**config.mk**
```make
export PLATFORM = sky130hd
export DESIGN_NAME = spi_ram_master_flat
export DESIGN_NICKNAME = d
export VERILOG_FILES = /design/src/rtl/spi_ram_master_if.sv /design/src/rtl/spi_ram_master.sv /design/src/flat_wrapper.sv
export SDC_FILE = /design/constraint.sdc
export NUM_CORES = 1
export LEC_CHECK = 0
export ABC_AREA = 1
export BUFFER_PORTS_ARGS = -buffer_cell sky130_fd_sc_hd__buf_2
export CAP_MARGIN = 15
export CORE_MARGIN = 5
export CORE_UTILIZATION = 50
export CTS_CLUSTER_SIZE = 24
export DETAILED_ROUTE_END_ITERATION = 8
export GPL_TIMING_DRIVEN = 0
export PLACE_DENSITY = 0.74
export SYNTH_ARGS = -nofsm -noshare
export SYNTH_HDL_FRONTEND = slang
export SYNTH_SLANG_ARGS = --single-unit
export TNS_END_PERCENT = 30
```
**constraint.sdc**
```tcl
create_clock -name clk -period 1.5 [get_ports clk]
set_input_delay 0.225 -clock clk [delete_from_list [all_inputs] [get_ports clk]]
set_output_delay 0.225 -clock clk [all_outputs]
set_load 0.01 [all_outputs]
```
**src/rtl/spi_ram_master_if.sv**
```systemverilog
// Host-side command/response bundle for spi_ram_master.
// seq_err is present only when SPI_RAM_MASTER_SEQCHK_EN is defined.
interface spi_ram_master_if;
  logic       cmd_valid;
  logic [9:0] cmd_data;
  logic       cmd_ready;
  logic       rsp_valid;
  logic [7:0] rsp_data;
  logic       busy;
`ifdef SPI_RAM_MASTER_SEQCHK_EN
  logic       seq_err;

  modport master (output cmd_valid, cmd_data,
                  input  cmd_ready, rsp_valid, rsp_data, busy, seq_err);
  modport slave  (input  cmd_valid, cmd_data,
                  output cmd_ready, rsp_valid, rsp_data, busy, seq_err);
`else
  modport master (output cmd_valid, cmd_data,
                  input  cmd_ready, rsp_valid, rsp_data, busy);
  modport slave  (input  cmd_valid, cmd_data,
                  output cmd_ready, rsp_valid, rsp_data, busy);
`endif
endinterface

```
**src/rtl/spi_ram_master.sv**
```systemverilog
// SPI master for the SPI-slave/RAM subsystem: frames 10-bit host commands, returns read-data bytes.
// Define SPI_RAM_MASTER_SEQCHK_EN to reject read-data commands not preceded by a read address.
module spi_ram_master #(
  parameter int TURNAROUND = 2,
  parameter int IDLE_GAP   = 1
) (
  input  logic            clk,
  input  logic            rst,
  spi_ram_master_if.slave host,
  output logic            SS_n,
  output logic            MOSI,
  input  logic            MISO
);

  localparam int LEN_MAX = (TURNAROUND > IDLE_GAP) ? ((TURNAROUND > 10) ? TURNAROUND : 10)
                                                   : ((IDLE_GAP > 10) ? IDLE_GAP : 10);
  localparam int CNT_W = $clog2(LEN_MAX);
  localparam logic [CNT_W-1:0] SHIFT_LAST = CNT_W'(9);
  localparam logic [CNT_W-1:0] TURN_LAST  = CNT_W'(TURNAROUND - 1);
  localparam logic [CNT_W-1:0] CAP_LAST   = CNT_W'(7);
  localparam logic [CNT_W-1:0] GAP_LAST   = CNT_W'(IDLE_GAP - 1);

  typedef enum logic [2:0] {
    ST_IDLE    = 3'd0,
    ST_SELECT  = 3'd1,
    ST_SHIFT   = 3'd2,
    ST_TURN    = 3'd3,
    ST_CAPTURE = 3'd4,
    ST_GAP     = 3'd5,
    ST_REJECT  = 3'd6
  } state_t;

  state_t           state_r;
  state_t           next_state_s;
  logic [CNT_W-1:0] cnt_r;
  logic [CNT_W-1:0] cnt_nxt_s;
  logic [9:0]       shift_r;
  logic [1:0]       op_r;
  logic [6:0]       cap_r;
  logic             accept_s;
  logic             reject_s;
  logic             shift_done_s;
  logic             cap_done_s;

  logic             ss_n_r, mosi_r, cmd_ready_r, rsp_valid_r, busy_r;
  logic [7:0]       rsp_data_r;
  logic             ss_n_s, mosi_s, cmd_ready_s, rsp_valid_s, busy_s;

  assign accept_s     = host.cmd_valid && cmd_ready_r;
  assign shift_done_s = (state_r == ST_SHIFT) && (cnt_r == SHIFT_LAST);
  assign cap_done_s   = (state_r == ST_CAPTURE) && (cnt_r == CAP_LAST);

`ifdef SPI_RAM_MASTER_SEQCHK_EN
  logic rd_addr_set_r;
  logic seq_err_r;

  assign reject_s     = (host.cmd_data[9:8] == 2'b11) && !rd_addr_set_r;
  assign host.seq_err = seq_err_r;

  // Tracks whether a read address has been framed since the last read-data frame.
  always_ff @(posedge clk or posedge rst) begin
    if (rst) begin
      rd_addr_set_r <= 1'b0;
      seq_err_r     <= 1'b0;
    end else begin
      seq_err_r <= (next_state_s == ST_REJECT);
      if (shift_done_s && (op_r == 2'b10)) begin
        rd_addr_set_r <= 1'b1;
      end else if (cap_done_s) begin
        rd_addr_set_r <= 1'b0;
      end
    end
  end
`else
  assign reject_s = 1'b0;
`endif

  // State register and per-state cycle counter.
  always_ff @(posedge clk or posedge rst) begin
    if (rst) begin
      state_r <= ST_IDLE;
      cnt_r   <= {CNT_W{1'b0}};
    end else begin
      state_r <= next_state_s;
      cnt_r   <= cnt_nxt_s;
    end
  end

  // Next-state logic; the counter restarts whenever the state changes.
  always_comb begin
    next_state_s = state_r;
    case (state_r)
      ST_IDLE: begin
        if (accept_s) begin
          next_state_s = reject_s ? ST_REJECT : ST_SELECT;
        end else begin
          next_state_s = ST_IDLE;
        end
      end
      ST_SELECT: next_state_s = ST_SHIFT;
      ST_SHIFT: begin
        if (cnt_r == SHIFT_LAST) begin
          next_state_s = (op_r == 2'b11) ? ST_TURN : ST_GAP;
        end else begin
          next_state_s = ST_SHIFT;
        end
      end
      ST_TURN:    next_state_s = (cnt_r == TURN_LAST) ? ST_CAPTURE : ST_TURN;
      ST_CAPTURE: next_state_s = (cnt_r == CAP_LAST) ? ST_GAP : ST_CAPTURE;
      ST_GAP:     next_state_s = (cnt_r == GAP_LAST) ? ST_IDLE : ST_GAP;
      ST_REJECT:  next_state_s = ST_IDLE;
      default:    next_state_s = ST_IDLE;
    endcase
    if (next_state_s != state_r) begin
      cnt_nxt_s = {CNT_W{1'b0}};
    end else begin
      cnt_nxt_s = cnt_r + CNT_W'(1);
    end
  end

  // Output decode from the upcoming state so every pin leaves a flop.
  always_comb begin
    ss_n_s      = 1'b1;
    mosi_s      = 1'b0;
    rsp_valid_s = 1'b0;
    cmd_ready_s = (next_state_s == ST_IDLE);
    busy_s      = (next_state_s != ST_IDLE);
    case (next_state_s)
      ST_SELECT: begin
        ss_n_s = 1'b0;
        mosi_s = host.cmd_data[9];
      end
      ST_SHIFT: begin
        ss_n_s = 1'b0;
        mosi_s = shift_r[9];
      end
      ST_TURN:    ss_n_s = 1'b0;
      ST_CAPTURE: ss_n_s = 1'b0;
      ST_GAP:     rsp_valid_s = (state_r == ST_CAPTURE);
      default:    ss_n_s = 1'b1;
    endcase
  end

  // Command shift register and MISO capture path.
  always_ff @(posedge clk or posedge rst) begin
    if (rst) begin
      shift_r    <= 10'h000;
      op_r       <= 2'b00;
      cap_r      <= 7'h00;
      rsp_data_r <= 8'h00;
    end else begin
      if (accept_s) begin
        shift_r <= host.cmd_data;
        op_r    <= host.cmd_data[9:8];
      end else if (next_state_s == ST_SHIFT) begin
        shift_r <= {shift_r[8:0], 1'b0};
      end
      if (state_r == ST_CAPTURE) begin
        cap_r <= {cap_r[5:0], MISO};
      end
      if (cap_done_s) begin
        rsp_data_r <= {cap_r, MISO};
      end
    end
  end

  // Output registers.
  always_ff @(posedge clk or posedge rst) begin
    if (rst) begin
      ss_n_r      <= 1'b1;
      mosi_r      <= 1'b0;
      cmd_ready_r <= 1'b1;
      rsp_valid_r <= 1'b0;
      busy_r      <= 1'b0;
    end else begin
      ss_n_r      <= ss_n_s;
      mosi_r      <= mosi_s;
      cmd_ready_r <= cmd_ready_s;
      rsp_valid_r <= rsp_valid_s;
      busy_r      <= busy_s;
    end
  end

  assign SS_n           = ss_n_r;
  assign MOSI           = mosi_r;
  assign host.cmd_ready = cmd_ready_r;
  assign host.rsp_valid = rsp_valid_r;
  assign host.rsp_data  = rsp_data_r;
  assign host.busy      = busy_r;

endmodule

```
**src/flat_wrapper.sv**
```systemverilog
// flat-port wrapper written by rule: the top's interface ports become plain ports
module spi_ram_master_flat 
#(
  parameter int TURNAROUND = 2,
  parameter int IDLE_GAP   = 1
)
  (clk, rst, SS_n, MOSI, MISO, host_cmd_valid, host_cmd_data, host_cmd_ready, host_rsp_valid, host_rsp_data, host_busy);
  spi_ram_master_if host_i ();
  input  logic clk;
  input  logic rst;
  output logic SS_n;
  output logic MOSI;
  input  logic MISO;
  input wire logic [$bits(host_i.cmd_valid)-1:0] host_cmd_valid;
  input wire logic [$bits(host_i.cmd_data)-1:0] host_cmd_data;
  output wire logic [$bits(host_i.cmd_ready)-1:0] host_cmd_ready;
  output wire logic [$bits(host_i.rsp_valid)-1:0] host_rsp_valid;
  output wire logic [$bits(host_i.rsp_data)-1:0] host_rsp_data;
  output wire logic [$bits(host_i.busy)-1:0] host_busy;
  assign host_i.cmd_valid = host_cmd_valid;
  assign host_i.cmd_data = host_cmd_data;
  assign host_cmd_ready = host_i.cmd_ready;
  assign host_rsp_valid = host_i.rsp_valid;
  assign host_rsp_data = host_i.rsp_data;
  assign host_busy = host_i.busy;
  spi_ram_master #(.TURNAROUND(TURNAROUND), .IDLE_GAP(IDLE_GAP)) u_core (.clk(clk), .rst(rst), .host(host_i), .SS_n(SS_n), .MOSI(MOSI), .MISO(MISO));
endmodule
```
==> results <==
- The leakage dissipation is 1.23 nW.
- The share of the clock period used by the worst path after layout is 110%.
- The worst slack on hold paths is 0.0918 ns.
- The overall overflow remaining after global route is 0.
- The TritonCTS sink count is 39.
- For this run, the leading register cell type out of synthesis is sky130_fd_sc_hd__dfrtp_1.
- The number of antenna violations at the first check in global routing came to 0.
- Power spread over the standard cell area amounts to about 1900 nW/µm².
- The net count of the finished layout is around 280.
- Once layout is complete, the cells apart from fillers number about 300.
- Static timing analysis puts the maximum clock frequency at 608 MHz.
- The slowest cell on the critical path is sky130_fd_sc_hd__dfrtp_2.
- After layout, the minimum clock period comes to 1.64 ns.
- The floorplan step defined a die boundary enclosing 5010 µm².
- The flow ran to the end, but the final reports show violations.
- The most repeated cell in the gate-level netlist after synthesis is sky130_fd_sc_hd__nand2_1.
- After synthesis the netlist holds a flip-flop and latch count of 39.
- For this configuration, the core starts out at a cell density of roughly half.
- Summed over all instances, the cell type with the most area after synthesis is sky130_fd_sc_hd__dfrtp_1.
- The Yosys step of the flow raised 0 warnings.
- At the end of the flow the core is filled with cells to around two thirds.
- The number of vias after detailed routing is ~1500.
- In this run the standard cell core region covers 3610 µm².
- At the worst endpoint, the required time is 1.67 ns.
- The finished cells cover roughly 2300 µm².
- The type of element capturing the critical path is a flop.
- Combinational logic burns about half of the power.
- The global placer's final weighted congestion is a little under 0.8.
- Of the synthesized area, sequential elements account for between 50% and 60%.
- The total nets after synthesis is 232.
- The switching component of the power is approximately 1.8 mW.
- The largest clock skew in the final design is between 0.005 and 0.006 ns.
- The first global-routing pass estimated 6.17 mm of wire.
- Setup repair after global routing could not meet its margin everywhere.
- For the pin with the worst max-slew slack, the measured transition is 0.803 ns.
- The number of different library cells in the post-synthesis netlist is 25.
- The startpoint identified for the worst register-to-register timing path is u_core.cnt_r[0]$_DFF_PP0_.
- The detailed placement HPWL is 2.31 mm.
- The share of async-settable or async-resettable flops after synthesis is 100%.
- The number of synthesized flops with an enable pin is 0.
- The post-cts hold buffer count is 0.
- The share of total power in the clock network is about 14%.
- The die height is ~71 µm.
- The iteration-0 DRC count of the detailed router is 98.
- The setup slack after layout is -0.144 ns.
- The min-delay analysis places its worst path in the category input port to asynchronous set/reset pin.
- The aggregate routed wire length is just under 4 mm.
- The placed instance area is between 2000 and 2500 µm².
- The port buffer count is 26.
- For this run, the slowest stage of the critical path takes 0.47 ns.
- The row count is 22.
- Walking the worst path, the cells encountered are ha_4, nand2_2, nor2_4, nand2_2, nand2_2, nor2_4, nand3_4, buf_6, buf_8, nand3_2, nand2_1.
- The internal power of the cells is approximately 2.6 mW.
- The number of antenna diodes is 0.
- Max-cap violations in this run came to 0.
- Entering global routing, the biggest net connects 40 pins.
- The number of top-level pins is 27.
- For this run, the total global-route usage over all layers was measured as 15.4%.
- VDD sags by at most between 0.0007 and 0.0008 V.
- After detailed routing, the number of vias per cell comes to between 4 and 5.
- Summed over its instances, the top area cell type makes up 50.1% of the synthesized netlist area.
- The arrival time at the worst endpoint is around 1.8 ns.
- The number of setup violations in the final report is 18.
- The depth of the CTS H-tree is 2.
- In the final layout, the share of cells above drive strength 1 is around two fifths.
- The worst setup path category is flop to flop.
- The average wire per cell in the routed design is 12.6 µm.
- The critical path startpoint category is a flop.
- After detailed routing, the number of remaining DRC violations is 0.
- The later-pin clock latency in the skew report is between 0.2 and 0.3 ns.
- The number of pins exceeding their max-slew limit in the final report is 0.
- Of all nets on the critical path, the largest fanout is 5.
- The post-synthesis to final-layout area growth is 26.5%.
- The number of endpoints with negative hold slack in the final report is 0.
- In this run the remaining antenna-violating nets after routing total 0.
- Counting the buffers created by CTS gives 5.
- The cell area that synthesis handed to floorplanning was roughly 1800 µm².
- TritonCTS built the clock tree.
- In the synthesized netlist, the number of instances is ~220.
- The fraction of power consumed by sequential logic is about 37%.
- The iteration count of the initial detailed-routing pass is 4.
- Measured against its own limit, the worst slew margin works out to around 46%.
- The clock edge transition at the registers on the reported setup and hold paths is roughly 0.070 ns.
- The number of global-route vias before repair is between 1000 and 1500.
- The net switching fraction of the power is around two fifths.
- No sink is reached through more buffers than the 2 on the longest clock path.
- In this run the worst setup path begins at u_core.cnt_r[0]$_DFF_PP0_.
- Counting tap cells, the placed design contains a total of slightly below 300 instances.
- The clock tree root driver cell is sky130_fd_sc_hd__clkbuf_8.
- The cell seen most often among critical-path stages is sky130_fd_sc_hd__nand2_2.
- The checks that failed: setup timing.
- A synthesized cell averages around 8.6 µm².
- In the synthesized netlist, the cells that appear most often are 81 x sky130_fd_sc_hd__nand2_1, 37 x sky130_fd_sc_hd__dfrtp_1, 18 x sky130_fd_sc_hd__inv_1, 12 x sky130_fd_sc_hd__o21ai_0.
- By area the synthesized netlist is led by sky130_fd_sc_hd__dfrtp_1 50%, sky130_fd_sc_hd__nand2_1 16%, sky130_fd_sc_hd__nand3_2 6.0%, sky130_fd_sc_hd__inv_1 3.7%, sky130_fd_sc_hd__o21ai_0 3.3%.
- The width of the die is roughly 71 µm.
[routing by layer]
layer | up-vias | routed length, µm | global-route usage, %
li1 | 753 | - | -
met4 | 0 | 59 | 6.26
met2 | 28 | 1870 | 23.8
met1 | 683 | 1770 | 21.3
met3 | 6 | 142 | 3.13
met5 | - | 0 | 0
[final cells by class]
cell class	count	area (µm²)
inverter	24	92.6
timing repair buffer	35	225
multi-input combinational	147	866
clock buffer	6	72.6
sequential	39	981
fill	297	1270
tap	48	60.1
buffer	6	38.8
[registers in the layout, indices dropped and copies added (netlist names)]
signal / flops
u_core.host.busy: 1
u_core.cnt_r: 4
u_core.cap_r: 7
u_core.SS_n: 1
u_core.shift_r: 10
u_core.host.cmd_ready: 1
u_core.op_r: 2
u_core.state_r: 3
u_core.MOSI: 1
u_core.host.rsp_data: 8
u_core.host.rsp_valid: 1
[power by group through the flow]
stage	registers, mW	logic [mW]	clock network (mW)
after floorplan	1.60	1.13	0
after global placement	1.60	1.42	0
after detailed placement	1.61	1.46	0
after CTS	1.61	1.88	0.650
after global routing	1.66	2.35	0.700
final	1.63	2.13	0.633
[final timing paths]
kind	end	slack, ns	cells after the start
max	u_core.shift_r[5]$_DFFE_PP0P_	-0.14	11
min	u_core.shift_r[7]$_DFFE_PP0P_	0.09	2
max reg2reg	u_core.shift_r[5]$_DFFE_PP0P_	-0.14	11
min reg2reg	u_core.host.rsp_data[7]$_DFFE_PP0P_	0.47	2
max in group asynchronous	u_core.state_r[1]$_DFF_PP0_	0.85	2
min in group clk	u_core.shift_r[0]$_DFFE_PP0P_	0.15	3
[timing repair]
action | CTS | global route
pin swaps | 0 | 14
buffers inserted | 5 | 3
gates resized for setup | 16 | 25
cloned | 1 | 1
endpoints found under the setup margin | 13 | 30
[worst max-delay path: cells and delay by family, from the launching register on]
family                   cells  cell delay (ns)
adder cells (fa/ha/maj)      1             0.18
buffers and inverters        2             0.27
flip-flops                   1             0.47
AND/OR/NAND/NOR              8             0.58
[placed cells by master (no fill, tap or decap), drive strengths merged]
master / instances
dfrtp: 37
clkbuf: 8
buf: 39
nor2: 15
xnor2: 1
nand3b: 1
dfstp: 2
a31oi: 1
xor2: 1
o21ai: 14
nand2: 87
inv: 24
nand3: 23
ha: 3
a21oi: 1
[per-stage QoR]
step | total power, mW | setup slack, ns | setup TNS [ns]
3_3_place_gp | 3.02 | -0.143 | -5.79
6_report | 4.39 | -0.144 | -1.92
3_5_place_dp | 3.07 | -0.0785 | -0.706
4_1_cts | 4.14 | -0.0908 | -0.927
5_1_grt | 4.72 | -0.218 | -3.48
2_1_floorplan | 2.73 | 0.0800 | 0
[logic make-up after synthesis]
logic type / after synthesis / share of synthesized area [%]
compound gates: 16 / 4.40
buf+inv: 30 / 6.78
flops: 39 / 53.0
simple gates: 125 / 32.9
xor+xnor: 2 / 0.949
fa+ha+maj: 3 / 2.03
(Power assumes the default switching activity.)
